[src/rtl/conv_peak_detector_pkg.sv]
// rtl/conv_peak_detector_pkg.sv - shared constants and state encodings for the peak detector
//
// Register word addresses, STATUS bit positions, detector and bus FSM encodings.
package conv_peak_detector_pkg;

  localparam logic [31:0] ADDR_THRESH = 32'h0;
  localparam logic [31:0] ADDR_CTRL   = 32'h1;
  localparam logic [31:0] ADDR_EVENT  = 32'h2;
  localparam logic [31:0] ADDR_STATUS = 32'h3;
  localparam logic [31:0] ADDR_HYST   = 32'h4;

  localparam int STATUS_COUNT_MSB = 8;
  localparam int STATUS_EMPTY_BIT = 9;
  localparam int STATUS_FULL_BIT  = 10;
  localparam int STATUS_OVF_BIT   = 11;

  typedef enum logic {
    DET_BELOW = 1'b0,
    DET_ABOVE = 1'b1
  } det_state_e;

  typedef enum logic [1:0] {
    BUS_IDLE  = 2'd0,
    BUS_WRITE = 2'd1,
    BUS_READ  = 2'd2
  } bus_state_e;

endpackage

[src/rtl/conv_peak_detector_if.sv]
// rtl/conv_peak_detector_if.sv - p_* register bus shared with the convolution core
//
// Signals: p_sel, p_addr[31:0], p_wdata[31:0], p_ce, p_we (master -> slave);
//          p_rdy, p_rdata[31:0] (slave -> master).
interface conv_peak_detector_if;
  logic        p_sel;
  logic [31:0] p_addr;
  logic [31:0] p_wdata;
  logic        p_ce;
  logic        p_we;
  logic        p_rdy;
  logic [31:0] p_rdata;

  modport master (
    output p_sel, p_addr, p_wdata, p_ce, p_we,
    input  p_rdy, p_rdata
  );

  modport slave (
    input  p_sel, p_addr, p_wdata, p_ce, p_we,
    output p_rdy, p_rdata
  );
endinterface

[src/rtl/conv_peak_detector_sync_fifo.sv]
// rtl/conv_peak_detector_sync_fifo.sv - show-ahead synchronous FIFO holding detected events
//
// Ports: clk, rst (sync, active-high), flush (drops all entries),
//        push/push_data, pop/pop_data (head word, valid while !empty),
//        count, full, empty.
// A push into a full FIFO is accepted only when a pop happens in the same cycle.
module sync_fifo #(
  parameter int WIDTH = 32,
  parameter int DEPTH = 16,
  localparam int AW = $clog2(DEPTH)
) (
  input  logic             clk,
  input  logic             rst,
  input  logic             flush,
  input  logic             push,
  input  logic [WIDTH-1:0] push_data,
  input  logic             pop,
  output logic [WIDTH-1:0] pop_data,
  output logic [AW:0]      count,
  output logic             full,
  output logic             empty
);

  logic [WIDTH-1:0] mem [DEPTH];
  logic [AW-1:0]    wr_ptr_q, wr_ptr_d;
  logic [AW-1:0]    rd_ptr_q, rd_ptr_d;
  logic [AW:0]      count_q, count_d;
  logic             do_push, do_pop;

  assign count    = count_q;
  assign empty    = (count_q == '0);
  assign full     = (count_q == (AW+1)'(DEPTH));
  assign pop_data = mem[rd_ptr_q];

  always_comb begin
    do_pop   = pop && !empty;
    do_push  = push && (!full || do_pop);
    wr_ptr_d = wr_ptr_q;
    rd_ptr_d = rd_ptr_q;
    count_d  = count_q;
    if (flush) begin
      wr_ptr_d = '0;
      rd_ptr_d = '0;
      count_d  = '0;
    end else begin
      if (do_push) wr_ptr_d = wr_ptr_q + 1'b1;
      if (do_pop)  rd_ptr_d = rd_ptr_q + 1'b1;
      case ({do_push, do_pop})
        2'b10:   count_d = count_q + 1'b1;
        2'b01:   count_d = count_q - 1'b1;
        default: count_d = count_q;
      endcase
    end
  end

  always_ff @(posedge clk) begin
    if (rst) begin
      wr_ptr_q <= '0;
      rd_ptr_q <= '0;
      count_q  <= '0;
    end else begin
      wr_ptr_q <= wr_ptr_d;
      rd_ptr_q <= rd_ptr_d;
      count_q  <= count_d;
    end
  end

  // Storage needs no reset: entries are only observed while counted.
  always_ff @(posedge clk) begin
    if (do_push && !flush) mem[wr_ptr_q] <= push_data;
  end

endmodule

[src/rtl/conv_peak_detector.sv]
// rtl/conv_peak_detector.sv - threshold peak detector on the convolution result stream
//
// Ports: clk, rst (sync, active-high); data_in_enable/data_in (sample stream);
//        peak_valid/peak_value/peak_index (last pushed event); irq (events pending);
//        pbus (p_* register bus, slave modport).
// Registers: 0x0 THRESH, 0x1 CTRL {clear, det_en}, 0x2 EVENT (read pops),
//            0x3 STATUS {ovf, full, empty, count[8:0]}.
// Optional: CONV_PEAK_HYST_EN adds 0x4 HYST and exits an event below THRESH-HYST.
module conv_peak_detector
  import conv_peak_detector_pkg::*;
#(
  parameter int DATA_BITWIDTH    = 16,
  parameter int EVENT_FIFO_DEPTH = 16,
  parameter int INDEX_BITWIDTH   = 16
) (
  input  logic                      clk,
  input  logic                      rst,
  input  logic                      data_in_enable,
  input  logic [DATA_BITWIDTH-1:0]  data_in,
  output logic                      peak_valid,
  output logic [DATA_BITWIDTH-1:0]  peak_value,
  output logic [INDEX_BITWIDTH-1:0] peak_index,
  output logic                      irq,
  conv_peak_detector_if.slave       pbus
);

  localparam int CW = $clog2(EVENT_FIFO_DEPTH) + 1;

  bus_state_e                bus_state_q, bus_state_d;
  logic                      p_rdy_q, p_rdy_d;
  logic [31:0]               p_rdata_q, p_rdata_d;
  logic [DATA_BITWIDTH-1:0]  thresh_q, thresh_d;
  logic                      det_en_q, det_en_d;
  logic                      clear_q, clear_d;
  logic                      ovf_q, ovf_d;
  logic [INDEX_BITWIDTH-1:0] index_q, index_d;
  det_state_e                det_state_q, det_state_d;
  logic [DATA_BITWIDTH-1:0]  max_q, max_d;
  logic [INDEX_BITWIDTH-1:0] max_idx_q, max_idx_d;
  logic                      peak_valid_q, peak_valid_d;
  logic [DATA_BITWIDTH-1:0]  peak_value_q, peak_value_d;
  logic [INDEX_BITWIDTH-1:0] peak_index_q, peak_index_d;
  logic                      irq_q, irq_d;
`ifdef CONV_PEAK_HYST_EN
  logic [DATA_BITWIDTH-1:0]  hyst_q, hyst_d;
  logic [DATA_BITWIDTH-1:0]  exit_lvl;
`endif

  logic        wr_en, rd_en;
  logic [31:0] rd_word;
  logic [31:0] status_word;
  logic [15:0] max_val16;
  logic        event_pop, event_push;
  logic        sample_acc, at_or_above, exit_cond;
  logic [31:0] fifo_rdata;
  logic [CW-1:0] fifo_count;
  logic        fifo_full, fifo_empty;
  logic        unused_wdata;

  assign unused_wdata = ^pbus.p_wdata[31:DATA_BITWIDTH];

  assign pbus.p_rdy   = p_rdy_q;
  assign pbus.p_rdata = p_rdata_q;
  assign peak_valid   = peak_valid_q;
  assign peak_value   = peak_value_q;
  assign peak_index   = peak_index_q;
  assign irq          = irq_q;

  sync_fifo #(
    .WIDTH (32),
    .DEPTH (EVENT_FIFO_DEPTH)
  ) u_event_fifo (
    .clk       (clk),
    .rst       (rst),
    .flush     (clear_q),
    .push      (event_push),
    .push_data ({max_idx_q, max_val16}),
    .pop       (event_pop),
    .pop_data  (fifo_rdata),
    .count     (fifo_count),
    .full      (fifo_full),
    .empty     (fifo_empty)
  );

  // Bus FSM: the access completes (write/pop/read capture) on the edge that raises p_rdy.
  always_comb begin
    bus_state_d = bus_state_q;
    p_rdy_d     = 1'b0;
    p_rdata_d   = '0;
    wr_en       = 1'b0;
    rd_en       = 1'b0;
    case (bus_state_q)
      BUS_IDLE: begin
        if (pbus.p_sel) bus_state_d = pbus.p_we ? BUS_WRITE : BUS_READ;
      end
      BUS_WRITE: begin
        if (pbus.p_ce) begin
          p_rdy_d     = 1'b1;
          wr_en       = 1'b1;
          bus_state_d = BUS_IDLE;
        end
      end
      BUS_READ: begin
        if (pbus.p_ce) begin
          p_rdy_d     = 1'b1;
          rd_en       = 1'b1;
          p_rdata_d   = rd_word;
          bus_state_d = BUS_IDLE;
        end
      end
      default: bus_state_d = BUS_IDLE;
    endcase
  end

  always_comb begin
    status_word = '0;
    status_word[STATUS_COUNT_MSB:0] = 9'(fifo_count);
    status_word[STATUS_EMPTY_BIT]   = fifo_empty;
    status_word[STATUS_FULL_BIT]    = fifo_full;
    status_word[STATUS_OVF_BIT]     = ovf_q;

    rd_word = '0;
    case (pbus.p_addr)
      ADDR_THRESH: rd_word[DATA_BITWIDTH-1:0] = thresh_q;
      ADDR_CTRL:   rd_word[0] = det_en_q;
      ADDR_EVENT:  rd_word = fifo_empty ? '0 : fifo_rdata;
      ADDR_STATUS: rd_word = status_word;
`ifdef CONV_PEAK_HYST_EN
      ADDR_HYST:   rd_word[DATA_BITWIDTH-1:0] = hyst_q;
`endif
      default:     rd_word = '0;
    endcase
  end

  assign event_pop = rd_en && (pbus.p_addr == ADDR_EVENT) && !fifo_empty;

  // Register writes; clear is a one-cycle strobe acting on the following edge.
  always_comb begin
    thresh_d = thresh_q;
    det_en_d = det_en_q;
    clear_d  = 1'b0;
`ifdef CONV_PEAK_HYST_EN
    hyst_d   = hyst_q;
`endif
    if (wr_en) begin
      case (pbus.p_addr)
        ADDR_THRESH: thresh_d = pbus.p_wdata[DATA_BITWIDTH-1:0];
        ADDR_CTRL: begin
          det_en_d = pbus.p_wdata[0];
          clear_d  = pbus.p_wdata[1];
        end
`ifdef CONV_PEAK_HYST_EN
        ADDR_HYST:   hyst_d = pbus.p_wdata[DATA_BITWIDTH-1:0];
`endif
        default: ;
      endcase
    end
  end

  // Detector FSM.
  always_comb begin
    max_val16 = '0;
    max_val16[DATA_BITWIDTH-1:0] = max_q;

    sample_acc  = data_in_enable && det_en_q;
    at_or_above = (data_in >= thresh_q);
`ifdef CONV_PEAK_HYST_EN
    exit_lvl  = (thresh_q > hyst_q) ? (thresh_q - hyst_q) : '0;
    exit_cond = (data_in < exit_lvl);
`else
    exit_cond = !at_or_above;
`endif

    det_state_d  = det_state_q;
    max_d        = max_q;
    max_idx_d    = max_idx_q;
    index_d      = index_q;
    ovf_d        = ovf_q;
    event_push   = 1'b0;
    peak_valid_d = 1'b0;
    peak_value_d = peak_value_q;
    peak_index_d = peak_index_q;
    irq_d        = !fifo_empty;

    if (clear_q) begin
      det_state_d = DET_BELOW;
      index_d     = '0;
      ovf_d       = 1'b0;
    end else if (sample_acc) begin
      index_d = index_q + 1'b1;
      case (det_state_q)
        DET_BELOW: begin
          if (at_or_above) begin
            det_state_d = DET_ABOVE;
            max_d       = data_in;
            max_idx_d   = index_q;
          end
        end
        DET_ABOVE: begin
          if (exit_cond) begin
            det_state_d  = DET_BELOW;
            event_push   = 1'b1;
            peak_valid_d = 1'b1;
            peak_value_d = max_q;
            peak_index_d = max_idx_q;
            // A simultaneous pop frees a slot, so only an unrelieved full drops.
            if (fifo_full && !event_pop) ovf_d = 1'b1;
          end else if (at_or_above && (data_in > max_q)) begin
            max_d     = data_in;
            max_idx_d = index_q;
          end
        end
        default: det_state_d = DET_BELOW;
      endcase
    end
  end

  always_ff @(posedge clk) begin
    if (rst) begin
      bus_state_q  <= BUS_IDLE;
      p_rdy_q      <= 1'b0;
      p_rdata_q    <= '0;
      thresh_q     <= '0;
      det_en_q     <= 1'b0;
      clear_q      <= 1'b0;
      ovf_q        <= 1'b0;
      index_q      <= '0;
      det_state_q  <= DET_BELOW;
      max_q        <= '0;
      max_idx_q    <= '0;
      peak_valid_q <= 1'b0;
      peak_value_q <= '0;
      peak_index_q <= '0;
      irq_q        <= 1'b0;
`ifdef CONV_PEAK_HYST_EN
      hyst_q       <= '0;
`endif
    end else begin
      bus_state_q  <= bus_state_d;
      p_rdy_q      <= p_rdy_d;
      p_rdata_q    <= p_rdata_d;
      thresh_q     <= thresh_d;
      det_en_q     <= det_en_d;
      clear_q      <= clear_d;
      ovf_q        <= ovf_d;
      index_q      <= index_d;
      det_state_q  <= det_state_d;
      max_q        <= max_d;
      max_idx_q    <= max_idx_d;
      peak_valid_q <= peak_valid_d;
      peak_value_q <= peak_value_d;
      peak_index_q <= peak_index_d;
      irq_q        <= irq_d;
`ifdef CONV_PEAK_HYST_EN
      hyst_q       <= hyst_d;
`endif
    end
  end

endmodule

[src/flat_wrapper.sv]
// flat-port wrapper written by rule: the top's interface ports become plain ports
module conv_peak_detector_flat import conv_peak_detector_pkg::*;
#(
  parameter int DATA_BITWIDTH    = 16,
  parameter int EVENT_FIFO_DEPTH = 16,
  parameter int INDEX_BITWIDTH   = 16
)
  (clk, rst, data_in_enable, data_in, peak_valid, peak_value, peak_index, irq, pbus_p_sel, pbus_p_addr, pbus_p_wdata, pbus_p_ce, pbus_p_we, pbus_p_rdy, pbus_p_rdata);
  conv_peak_detector_if pbus_i ();
  input  logic clk;
  input  logic rst;
  input  logic data_in_enable;
  input  logic [DATA_BITWIDTH-1:0] data_in;
  output logic peak_valid;
  output logic [DATA_BITWIDTH-1:0] peak_value;
  output logic [INDEX_BITWIDTH-1:0] peak_index;
  output logic irq;
  input wire logic [$bits(pbus_i.p_sel)-1:0] pbus_p_sel;
  input wire logic [$bits(pbus_i.p_addr)-1:0] pbus_p_addr;
  input wire logic [$bits(pbus_i.p_wdata)-1:0] pbus_p_wdata;
  input wire logic [$bits(pbus_i.p_ce)-1:0] pbus_p_ce;
  input wire logic [$bits(pbus_i.p_we)-1:0] pbus_p_we;
  output wire logic [$bits(pbus_i.p_rdy)-1:0] pbus_p_rdy;
  output wire logic [$bits(pbus_i.p_rdata)-1:0] pbus_p_rdata;
  assign pbus_i.p_sel = pbus_p_sel;
  assign pbus_i.p_addr = pbus_p_addr;
  assign pbus_i.p_wdata = pbus_p_wdata;
  assign pbus_i.p_ce = pbus_p_ce;
  assign pbus_i.p_we = pbus_p_we;
  assign pbus_p_rdy = pbus_i.p_rdy;
  assign pbus_p_rdata = pbus_i.p_rdata;
  conv_peak_detector #(.DATA_BITWIDTH(DATA_BITWIDTH), .EVENT_FIFO_DEPTH(EVENT_FIFO_DEPTH), .INDEX_BITWIDTH(INDEX_BITWIDTH)) u_core (.clk(clk), .rst(rst), .data_in_enable(data_in_enable), .data_in(data_in), .peak_valid(peak_valid), .peak_value(peak_value), .peak_index(peak_index), .irq(irq), .pbus(pbus_i));
endmodule
[config.mk]
export PLATFORM = sky130hd
export DESIGN_NAME = conv_peak_detector_flat
export DESIGN_NICKNAME = d
export VERILOG_FILES = /design/src/rtl/conv_peak_detector_pkg.sv /design/src/rtl/conv_peak_detector_if.sv /design/src/rtl/conv_peak_detector_sync_fifo.sv /design/src/rtl/conv_peak_detector.sv /design/src/flat_wrapper.sv
export SDC_FILE = /design/constraint.sdc
export NUM_CORES = 1
export LEC_CHECK = 0
export ABC_CLOCK_PERIOD_IN_PS = 8000
export CAP_MARGIN = 20
export CELL_PAD_IN_SITES_DETAIL_PLACEMENT = 1
export CELL_PAD_IN_SITES_GLOBAL_PLACEMENT = 1
export CORE_ASPECT_RATIO = 0.9
export CORE_MARGIN = 5
export CORE_UTILIZATION = 35
export DETAILED_ROUTE_END_ITERATION = 12
export GPL_TIMING_DRIVEN = 0
export PLACE_DENSITY = 0.62
export RECOVER_POWER = 100
export SLEW_MARGIN = 20
export SYNTH_ARGS = -nofsm -noshare
export SYNTH_HDL_FRONTEND = slang
export SYNTH_HIERARCHICAL = 1
export SYNTH_SLANG_ARGS = --single-unit
export TNS_END_PERCENT = 20
[constraint.sdc]
create_clock -name clk -period 8 [get_ports clk]
set_input_delay 1.6 -clock clk [delete_from_list [all_inputs] [get_ports clk]]
set_output_delay 1.6 -clock clk [all_outputs]
set_load 0.005 [all_outputs]
=== After elaboration in Yosys (flattened, before gate mapping) ===
Memory sizes are Yosys's and may differ from the RTL's. A register that Yosys moved wholly into a read port is not among the register bits.
Index checks and enable logic that the tools add are counted.

* Input bits: 86
* Memory bits (writable): 512
* Flip-flop bits (word level): 150
* Output and inout port bits: 67
* Word-level logic and storage cells: 106
* Memories kept: 1

* Equality and inequality tests: 13
* Reductions and logical operators: 29
* Muxes and demuxes: 28
* Magnitude comparators: 2
* $add $sub $neg: 5
* Bitwise operators: 9

{| class="wikitable"
|+ Memory list
! memory !! words !! bits a word !! rd ports !! clocked after memory_dff !! wr ports !! line !! RTL
|-
| u_core.u_event_fifo.mem || 16 || 32 || 1 || 1 || 1 || conv_peak_detector_sync_fifo.sv:24 || <nowiki>logic [WIDTH-1:0] mem [DEPTH];</nowiki>
|}

{| class="wikitable"
|+ Operators with widths
! operator !! count
|-
| 16-bit two-way mux || 7
|-
| 32-bit by 2-bit == test with 1-bit output (second input constant) || 2
|-
| 16-bit case mux with 2 select lines || 2
|-
| 15-bit case mux with 3 select lines || 1
|-
| 32-bit by 1-bit == test with 1-bit output (second input constant) || 1
|-
| 32-bit logical NOT || 1
|-
| 16-bit by 1-bit adder with 16-bit output (second input constant) || 1
|-
| 16-bit >= comparator || 1
|-
| 16-bit greater-than comparator || 1
|-
| 1-bit two-way mux || 10
|-
| 5-bit case mux with 2 select lines || 1
|-
| 1-bit NOT || 9
|-
| 4-bit by 1-bit adder with 4-bit output (second input constant) || 2
|-
| 1-bit logical AND || 8
|-
| 4-bit two-way mux || 2
|-
| 4-bit AND reduction || 2
|-
| 2-bit two-way mux || 3
|-
| 2-bit != test (second input constant) || 3
|-
| 2-bit AND reduction || 3
|-
| 2-bit OR reduction || 3
|-
| 3-bit OR reduction || 2
|-
| 5-bit by 1-bit adder with 5-bit output (second input constant) || 1
|-
| 5-bit == test (second input constant) || 1
|-
| 5-bit logical NOT || 1
|-
| 12 further kinds || 18
|}

=== Depth between registers and ports, before layout ===
Gate-level depths: netlist (run 1).

* Depth after elaboration: 10
* Depth in mapped cells: 17

=== Modules after synthesis ===
Netlist (run 1), hierarchy kept.

{| class="wikitable"
|+ By module, submodules not included
! module !! area an instance (um2) !! instances !! cells each
|-
| sync_fifo || 20136.8 || 1 || 910
|-
| conv_peak_detector || 6092.1 || 1 || 653
|}

=== Worst setup path before layout (run 1) ===
OpenSTA, ideal clock, no wires.

* Path type: input port to flip-flop
* From: input data_in[0]
* To: memory u_core.u_event_fifo.mem[3][0] (enable)
* Setup slack: 1844 ps
* Library setup time: 461 ps
* Buffers on the path: 2
* Data required time: 7539 ps
* Arrival: 5695 ps
* Stages: 12
* Path through: inv_1 > ha_1 > nand2b_1 > a2111oi_0 > nand3b_1 > nand4_1 > clkbuf_1 > buf_2 > inv_1 > o211a_1 > nand2_1 > nor3_1

* Word-level cells in the longest chain between the ends: 9

{| class="wikitable"
|+ RTL lines
! item !! line !! RTL
|-
| start: declaration || flat_wrapper.sv:13 || <nowiki>input logic [DATA_BITWIDTH-1:0] data_in;</nowiki>
|-
| 16-bit >= comparator || conv_peak_detector.sv:166 || <nowiki>at_or_above = (data_in >= thresh_q);</nowiki>
|-
| 1-bit two-way mux || conv_peak_detector.sv:200 || <nowiki>if (exit_cond) begin</nowiki>
|-
| 1-bit two-way mux || conv_peak_detector.sv:191 || <nowiki>case (det_state_q)</nowiki>
|-
| 1-bit two-way mux || conv_peak_detector.sv:189 || <nowiki>end else if (sample_acc) begin</nowiki>
|-
| 1-bit two-way mux || conv_peak_detector.sv:185 || <nowiki>if (clear_q) begin</nowiki>
|-
| net u_core.event_push || conv_peak_detector.sv:53 || <nowiki>logic event_pop, event_push;</nowiki>
|-
| 1-bit logical AND || conv_peak_detector_sync_fifo.sv:37 || <nowiki>do_push = push && (!full || do_pop);</nowiki>
|-
| 1-bit logical AND || conv_peak_detector_sync_fifo.sv:70 || <nowiki>if (do_push && !flush) mem[wr_ptr_q] <= push_data;</nowiki>
|-
| 1-bit two-way mux || conv_peak_detector_sync_fifo.sv:70 ||
|-
| 1-bit two-way mux (not written as such) || conv_peak_detector_sync_fifo.sv:70 ||
|-
| end: declaration || conv_peak_detector_sync_fifo.sv:24 ||
|}

The timed path passes the listed nets, and every way through them passes these cells.

=== Worst setup path in the final report (run 1) ===
* From: input data_in[9]
* To: memory u_core.u_event_fifo.mem[0][18] (enable)

The elaborated chain is that of the path after synthesis.

==> metrics.txt, run 1 <==
drt via density 5.24; Primary FF master, synth edfxtp_1; number of buffers created by CTS 72; register area share after synthesis 70.4%; Min-Delay Path Class reg2reg; synth warn 6; first-pass GRT wire length 105 mm; final worst-path cycle share 84.2%; DRC errors left 0; Die H 270 um; Slew @ Worst Pin 2.16 ns; WHS 0.488 ns; Final Critical Period 6.73 ns; core box area 74500 um2; CP delay by family, top buffers and inverters; Critical Path Fanout Max 10; arrival time at the worst endpoint 7.03 ns; router iterations before antenna repair 5; std cell rows 95; Fin. Hold Viols 0; crit path from data_in[9]; Post-synth EDFFs 512; clock-pin slew on the worst setup and hold paths 0.06 ns; Worst-Skew Late Latency 0.61 ns; failing checks max-capacitance violations, max-slew violations; Clock Skew 0.0321 ns; CTS tree built; Post-Synthesis Mean Instance Area 16.8 um2; Required @ worst endpoint 8.29 ns; Synth cell types 58; Die Wd 299 um; Final ANT Viol Nets 0; Setup CP Type in2reg; fin util 42.3%; worst path cell trace dlygate4sd3_1 > ha_1 > a21oi_1 > o21ai_0 > a221oi_1 > nand4_1 > clkbuf_1 > clkbuf_1 > inv_1 > o2111ai_1 > nor3_1 > clkbuf_1 > clkbuf_1 > buf_4; Slew headroom -44.8%; Sum Neg Setup Slack 0 ns; die area 80500 um2; cell mode on critical path clkbuf_1; Routed wire per std cell 25.0 um; Gate Count Post-Synth 1563; Layout Cells excl Fill 2835; Worst setup SP type primary input; starting density of the core 35.2%; Worst Path Buf+Inv 7; number of sinks on the clock net 666; Crit-path slowest cell nor3_1; Synth Net Count 1694; ys async rst share 0%; top cells by count, synth 512 x edfxtp_1, 154 x dfxtp_1, 128 x mux4_2; Multi-input gate area 7210 um2; Global Route Usage Sum 17.5%; Leak 11.8 nW; Synth Cell Area 26200 um2; final worst slack 1.27 ns; remaining global-route overflow 0; hold_buf cts 0; Post-CTS Setup Inserts 0; clock root cell clkbuf_16; diode count 0; P&R area growth vs syn 20.2%; Post-CTS Resized 0; Inst Count DP 2702; FF+latch count, synth 666; Hold Crit Start u_core/ovf_q; CP Capture Type flop; gpl congestion 0.778; f_max 149 MHz; CTS max path bufs 3; number of global-route vias before repair 16000; Max Cap Violations 14; I/O pins 153; final setup vio count 0; Storage cell area 18500 um2; Critical Path Max Stage Delay 0.88 ns; fillers 7248; Power Dens Cells 228 nW/um2; final WL 70.9 mm; dpl ws 1.59 ns; IO Port Bufs 134; most frequent cell after synthesis edfxtp_1; DR vias 14900; Synth area leader edfxtp_1; Final HPWL DP 49.3 mm; fraction of layout cells with a size suffix above 1 15.1%; status complete, but fails checks; top area cells in the synthesized netlist edfxtp_1 59%, dfxtp_1 12%, mux4_2 11%, mux2i_1 3.2%, ha_1 2.1%; maximum number of pins on one net before global-route repair 20; DR iter-0 viols 1193; RSZ-0062 raised after global routing false; Final Max Tran Viols 205; Synth top area share 58.6%; H-Tree Depth 3; Critical R2R Launch u_core/thresh_q[9]; initial antenna violation count 2; nets 1937; maximum vdd drop 164 uV
-- sequential cells by signal (all words and copies together) (netlist names), named ones only --
register,count
u_core/u_event_fifo/rd_ptr_q,4
u_core/max_q,16
u_core/det_en_q,1
u_core/irq,1
u_core/clear_q,1
u_core/peak_value,16
u_core/det_state_q,1
u_core/pbus.p_rdy,1
u_core/pbus.p_rdata,32
u_core/max_idx_q,16
u_core/peak_valid,1
u_core/thresh_q,16
u_core/peak_index,16
u_core/ovf_q,1
u_core/u_event_fifo/mem,512
u_core/index_q,16
u_core/u_event_fifo/wr_ptr_q,4
u_core/u_event_fifo/count,5
u_core/bus_state_q,2
-- per-layer routing --
metal	vias to the layer above	track usage [%]	part of all wire (%)
met5	-	0	0
met4	0	4.42	2.1
met3	92	3.09	5.3
met2	390	29.1	49
met1	7828	23.9	44
li1	6553	-	-
-- worst reg2reg max path, cell delays in order, from the launching register on --
cell and delay, ns:
dfxtp_1 0.37, inv_1 0.09, ha_1 0.29, a21oi_1 0.15
o21ai_0 0.10, a221oi_1 0.51, nand4_1 0.14, clkbuf_1 0.29
clkbuf_1 0.45, inv_1 0.33, o2111ai_1 0.38, nor3_1 0.88
clkbuf_1 0.47, clkbuf_1 0.47, buf_4 0.29
-- layout make-up --
cell class              count  share of cell area, %
flip-flops and latches    666                   58.5
multi-input cells         771                   22.9
clock buffers              91                   6.24
repair buffers            169                   5.41
well taps                 970                   3.85
clock inverters            42                   1.52
plain buffers              79                   1.06
inverters                  47                  0.559
-- cell families after synthesis --
logic type                 after synthesis  synth area share (%)
DFF                                    666                  70.4
adders and majority gates               45                  2.18
and+or+nand+nor                        354                  6.67
buffers and inverters                  126                  2.03
muxes                                  214                  14.3
AOI/OAI and AO/OA                      141                  3.91
xor gates and xnor gates                17                 0.568
-- placed cells by master, fill, tap and decap left out, types with 5 or more instances in the layout --
master	count
dfxtp_1	154
nand2b_1	69
and2_1	10
clkinv_1	10
and2_0	10
nor3_1	15
ha_1	44
a21oi_1	22
xor2_1	13
clkbuf_1	91
dlygate4sd3_1	72
nand4_1	11
inv_1	47
mux2i_1	85
bufinv_16	10
o211ai_1	6
nand2_1	72
a22oi_1	73
buf_12	9
clkdlybuf4s50_1	62
o21ai_0	12
nor2b_1	5
edfxtp_1	512
clkinv_2	13
clkbuf_16	75
nand3_1	14
nor2_1	115
nor4_1	9
mux4_2	128
buf_2	16
a222oi_1	5
-- power by group --
group | internal [mW] | leakage (nW) | total (mW) | switching (mW)
combinational | 0.0495 | 3.45 | 0.0965 | 0.0470
sequential | 3.67 | 7.20 | 3.67 | 0.000806
clock | 2.07 | 1.20 | 3.42 | 1.35
-- worst paths after layout --
kind,end,slack [ns],cells after the start
min,u_core/ovf_q,0.49,2
max,u_core/u_event_fifo/mem[0][18],1.27,14
max reg2reg,u_core/u_event_fifo/mem[0][18],2.45,14
min reg2reg,u_core/ovf_q,0.49,2
-- metrics by stage --
step / power (mW) / instance area [um2]
3_5_place_dp: 3.85 / 29400
4_1_cts: 7.28 / 31800
2_1_floorplan: 3.79 / 26200
3_3_place_gp: 3.84 / 28800
5_1_grt: 7.43 / 31500
6_report: 7.19 / 31500
No activity file was read; power rests on OpenSTA's default activity.
==> run 2, diff against run 1 <==
--- a/config.mk
+++ b/config.mk
@@ -5,7 +5,7 @@
 export SDC_FILE = /design/constraint.sdc
 export NUM_CORES = 1
 export LEC_CHECK = 0
-export ABC_CLOCK_PERIOD_IN_PS = 8000
+export ABC_CLOCK_PERIOD_IN_PS = 6720
 export CAP_MARGIN = 20
 export CELL_PAD_IN_SITES_DETAIL_PLACEMENT = 1
 export CELL_PAD_IN_SITES_GLOBAL_PLACEMENT = 1
==> constraint.sdc (replaced) <==
create_clock -name clk -period 6.72 [get_ports clk]
set_input_delay 1.344 -clock clk [delete_from_list [all_inputs] [get_ports clk]]
set_output_delay 1.344 -clock clk [all_outputs]
set_load 0.005 [all_outputs]
==> metrics.txt, run 2 (same netlist as run 1, synthesis figures left out) <==
status complete, but fails checks; failing checks max-capacitance violations, max-slew violations; leading cell types in the layout, fill and taps excluded 512 x edfxtp_1, 154 x dfxtp_1, 128 x mux4_2; std cell rows 95; Sw Ratio 19.4%; router iterations before antenna repair 5; fin util 42.4%; Worst-Skew Late Latency 0.61 ns; Top reg by flops u_core/u_event_fifo/mem; arrival time at the worst endpoint 6.20 ns; Final ANT Viol Nets 0; Die H 270 um; fraction of layout cells with a size suffix above 1 16.0%; Slew @ Worst Pin 1.80 ns; DRC errors left 0; Layout Cells excl Fill 2835; clock-pin slew on the worst setup and hold paths 0.06 ns; fillers 7235; Critical Path Fanout Max 10; final setup vio count 0; worst hold path endpoint u_core/ovf_q; cell mode on critical path clkbuf_1; CTS max path bufs 3; DR iter-0 viols 1225; H-Tree Depth 3; met1 Track Usage GR 23.9%; number of sinks on the clock net 666; Critical Path Max Stage Delay 1.00 ns; Global Route Usage Sum 17.5%; busiest grt layer met2; reg2reg setup slack 1.68 ns; CTS tree built; Crit Reg-Reg Endpoint u_core/u_event_fifo/mem[2][15]; combinational group share of total power 1.3%; Clock Skew 0.0325 ns; maximum vdd drop 195 uV; Die Wd 299 um; Crit-path slowest cell nor3_1; die area 80500 um2; Clk pwr share 47.6%; final worst slack 0.753 ns; Final Critical Period 5.97 ns; f_max 168 MHz; drt via density 5.23; Worst setup SP type primary input; worst hold stages 2; Final Max Tran Viols 9; Post-CTS Resized 0; WHS 0.488 ns; Critical R2R Launch u_core/thresh_q[9]; Int Power 6.90 mW; CP delay by family, top buffers and inverters; Slew headroom -20.9%; Required @ worst endpoint 6.96 ns; gpl congestion 0.778; I/O pins 153; Min-Delay Path Class reg2reg; max reg flops 512; Setup CP Type in2reg; met3 usage 3.09%; Switching Power 1.66 mW; Post-CTS Setup Inserts 0; dpl ws 0.571 ns; Power Dens Cells 271 nW/um2; Leak 11.9 nW; worst path cell trace dlygate4sd3_1 > ha_1 > a21oi_1 > o21ai_0 > a221oi_1 > nand4_1 > clkbuf_1 > clkbuf_1 > inv_1 > o211a_1 > nand2_1 > nor3_1 > clkbuf_1; Final HPWL DP 49.3 mm; Inst Count DP 2702; RSZ-0062 raised after global routing false; FF-to-FF path depth 13; P&R area growth vs syn 20.6%; final worst-path cycle share 88.8%; met2 usage 29.1%; Worst Path Buf+Inv 5; Routed wire per std cell 25.0 um; diode count 0; Fin. Hold Viols 0; number of buffers created by CTS 72; first-pass GRT wire length 105 mm; maximum number of pins on one net before global-route repair 20; initial antenna violation count 2; most common cell after layout, fill and taps aside edfxtp_1; Max Cap Violations 2; hold_buf cts 0; register share of total power 51.1%; IO Port Bufs 134; remaining global-route overflow 0; DR vias 14800; clock root cell clkbuf_16; nets 1937; starting density of the core 35.2%; CP Capture Type flop; number of global-route vias before repair 16000; Overall Power 8.56 mW; final WL 70.8 mm; Hold Crit Start u_core/ovf_q; core box area 74500 um2
## run 2: changes by cell type in the layout (fill, tap and decap cells not counted)
| cell | before | now |
|---|---|---|
| nor3_2 | 0 | 2 |
| buf_4 | 4 | 9 |
| buf_12 | 9 | 11 |
| buf_6 | 2 | 5 |
| clkbuf_1 | 91 | 83 |
| buf_16 | 3 | 2 |
| nor3_1 | 15 | 13 |
| nor2_1 | 115 | 107 |
| nor2_2 | 0 | 7 |
| nor2_4 | 2 | 3 |
| buf_2 | 16 | 15 |
## run 2: worst max path at each step
stage,from,to,slack (ns),cells past startpoint
after global placement,data_in[9],u_core/u_event_fifo/mem[1][14],-3.45,12
after global routing,data_in[9],u_core/u_event_fifo/mem[3][19],0.52,15
after detailed placement,data_in[9],u_core/u_event_fifo/mem[0][18],0.57,14
after floorplan,data_in[0],u_core/u_event_fifo/mem[3][0],0.82,12
after CTS,data_in[9],u_core/u_event_fifo/mem[0][17],1.18,14
final,data_in[9],u_core/u_event_fifo/mem[2][15],0.75,13
## run 2: routing by layer
layer / part of all wire (%) / routed length [um] / up-vias
li1: - / - / 6554
met1: 44 / 30900 / 7739
met2: 49 / 34500 / 428
met3: 5.5 / 3920 / 95
met4: 2.2 / 1550 / 0
met5: 0 / 0 / -
## run 2: final cells by class
class	instances	area, um2	share of cell area, %
sequential	666	18500	58.4
multi-input combinational	771	7240	22.9
clock buffer	91	1970	6.22
timing repair buffer	169	1760	5.55
tap	970	1210	3.84
clock inverter	42	478	1.51
buffer	79	332	1.05
inverter	47	176	0.558
## run 2: power groups by stage
stage / logic (mW) / clock network (mW) / registers, mW
finish: 0.115 / 4.07 / 4.37
global placement: 0.115 / 0 / 4.46
floorplan: 0.0473 / 0 / 4.46
global route: 0.125 / 4.35 / 4.37
detailed placement: 0.117 / 0 / 4.46
CTS: 0.118 / 4.17 / 4.37
## run 2: per-stage QoR
step / area [um2] / setup TNS [ns]
after floorplan: 26200 / 0
after global placement: 28800 / -835.40
after detailed placement: 29400 / 0
after CTS: 31800 / 0
after global routing: 31600 / 0
final: 31600 / 0
## run 2: worst register-to-register path, stage by stage (launching register included)
cell,delay (ns)
dfxtp_1,0.37
inv_1,0.09
ha_1,0.29
a21oi_1,0.15
o21ai_0,0.10
a221oi_1,0.51
nand4_1,0.14
clkbuf_1,0.29
clkbuf_1,0.45
inv_1,0.32
o211a_1,0.25
nand2_1,0.18
nor3_1,1.00
clkbuf_1,0.51
==> run 3, diff against run 2 <==
--- a/config.mk
+++ b/config.mk
@@ -11,10 +11,10 @@
 export CELL_PAD_IN_SITES_GLOBAL_PLACEMENT = 1
 export CORE_ASPECT_RATIO = 0.9
 export CORE_MARGIN = 5
-export CORE_UTILIZATION = 35
+export CORE_UTILIZATION = 51
 export DETAILED_ROUTE_END_ITERATION = 12
 export GPL_TIMING_DRIVEN = 0
-export PLACE_DENSITY = 0.62
+export PLACE_DENSITY_LB_ADDON = 0.1
 export RECOVER_POWER = 100
 export SLEW_MARGIN = 20
 export SYNTH_ARGS = -nofsm -noshare
==> metrics.txt, run 3 (same netlist as run 1, synthesis figures left out) <==
status complete, but fails checks; failing checks max-capacitance violations, max-slew violations; H-Tree Depth 3; P&R area growth vs syn 17.6%; arrival time at the worst endpoint 6.53 ns; fillers 4540; Max Cap Violations 10; Critical Path Max Stage Delay 1.07 ns; Worst-Skew Late Latency 0.60 ns; remaining global-route overflow 0; number of global-route vias before repair 16000; CP Capture Type flop; Worst Path Buf+Inv 5; most common cell after layout, fill and taps aside edfxtp_1; router iterations before antenna repair 8; RSZ-0062 raised after global routing false; number of buffers created by CTS 66; final WL 73.2 mm; leading cell types in the layout, fill and taps excluded 512 x edfxtp_1, 154 x dfxtp_1, 128 x mux4_2; Setup CP Type in2reg; Slew @ Worst Pin 2.21 ns; hold_buf cts 0; Post-CTS Setup Inserts 0; initial antenna violation count 2; Final Critical Period 6.32 ns; Global Route Usage Sum 25.9%; nets 1932; drt via density 6.02; Final Max Tran Viols 137; die area 56100 um2; maximum number of pins on one net before global-route repair 20; Fin. Hold Viols 0; Final ANT Viol Nets 0; number of sinks on the clock net 666; placed cell areas 29100 um2; dpl ws 0.280 ns; std cell rows 78; Critical Path Fanout Max 18; Top reg by flops u_core/u_event_fifo/mem; Routed wire per std cell 28.9 um; DR iter-0 viols 1404; fraction of layout cells with a size suffix above 1 15.1%; first-pass GRT wire length 107 mm; Final HPWL DP 50.4 mm; DRC errors left 0; Slew headroom -48.8%; final setup vio count 0; core box area 50700 um2; final worst slack 0.400 ns; final instance area 30800 um2; I/O pins 153; Crit-path slowest cell nor2_2; clock-pin slew on the worst setup and hold paths 0.06 ns; diode count 0; Worst setup SP type primary input; Min-Delay Path Class reg2reg; Power Dens Cells 263 nW/um2; clock root cell clkbuf_16; CTS tree built; Die H 225 um; starting density of the core 51.8%; DR vias 15300; Required @ worst endpoint 6.93 ns; worst path cell trace clkdlybuf4s50_1 > ha_1 > a21oi_1 > o21ai_0 > a221oi_1 > nand4_1 > clkbuf_1 > buf_2 > inv_1 > o211a_1 > nand2_1 > nor2_2 > clkbuf_2; gpl congestion 0.862; Clock Skew 0.0294 ns; CP delay by family, top buffers and inverters; fin util 60.9%; CTS max path bufs 3; Leak 11.7 nW; IO Port Bufs 134; Die Wd 249 um; final worst-path cycle share 94.0%; Sum Neg Setup Slack 0 ns; Post-CTS Resized 0; max reg flops 512; f_max 158 MHz; maximum vdd drop 221 uV
run 3: worst register-to-register path: cells and delay by family (launching register included):
kind | cells | cell delay, ns
DFF | 1 | 0.38
AOI/OAI and AO/OA | 4 | 1.16
buffers and inverters | 5 | 1.80
adders and majority gates | 1 | 0.29
and+or+nand+nor | 3 | 1.41
run 3: area by class of cell:
type	instances	area, um2	share of cell area (%)
Timing Repair Buffer	170	1670	5.42
Clock buffer	94	1960	6.36
Sequential cell	666	18500	59.8
Buffer	79	334	1.08
Inverter	47	176	0.572
Multi-Input combinational cell	771	7230	23.4
Tap cell	680	851	2.76
Clock inverter	26	164	0.531
run 3: final timing paths:
path / cells past startpoint / from / endpoint / slack, ns
setup reg to reg: 13 / u_core/thresh_q[9] / u_core/u_event_fifo/mem[6][24] / 1.30
hold reg to reg: 2 / u_core/bus_state_q[0] / u_core/bus_state_q[0] / 0.48
hold / removal: 2 / u_core/bus_state_q[0] / u_core/bus_state_q[0] / 0.48
setup / recovery: 13 / data_in[9] / u_core/u_event_fifo/mem[6][24] / 0.40
run 3: metal layers:
layer / global-route usage (%) / part of all wire [%] / vias up
met5: 0 / 0.022 / -
li1: - / - / 6524
met4: 6.39 / 2.4 / 2
met1: 36.7 / 42 / 8042
met3: 5.29 / 7.2 / 113
met2: 42.0 / 48 / 577
run 3: metrics by stage:
| stage | cells | power, mW | hold WS (ns) |
|---|---|---|---|
| 4_1_cts | 2533 | 8.16 | 0.484 |
| 2_1_floorplan | 1563 | 4.51 | 0.436 |
| 6_report | 2533 | 8.10 | 0.481 |
| 3_5_place_dp | 2413 | 4.58 | 0.464 |
| 5_1_grt | 2533 | 8.37 | 0.531 |
| 3_3_place_gp | 2377 | 4.58 | 0.464 |
run 3: power by group:
| part | total (mW) | leakage [nW] | switching [mW] | internal, mW |
|---|---|---|---|---|
| logic | 0.120 | 3.46 | 0.0604 | 0.0593 |
| clock network | 3.61 | 1.04 | 1.53 | 2.08 |
| registers | 4.37 | 7.20 | 0.000923 | 4.37 |
| total | 8.10 | 11.7 | 1.59 | 6.51 |
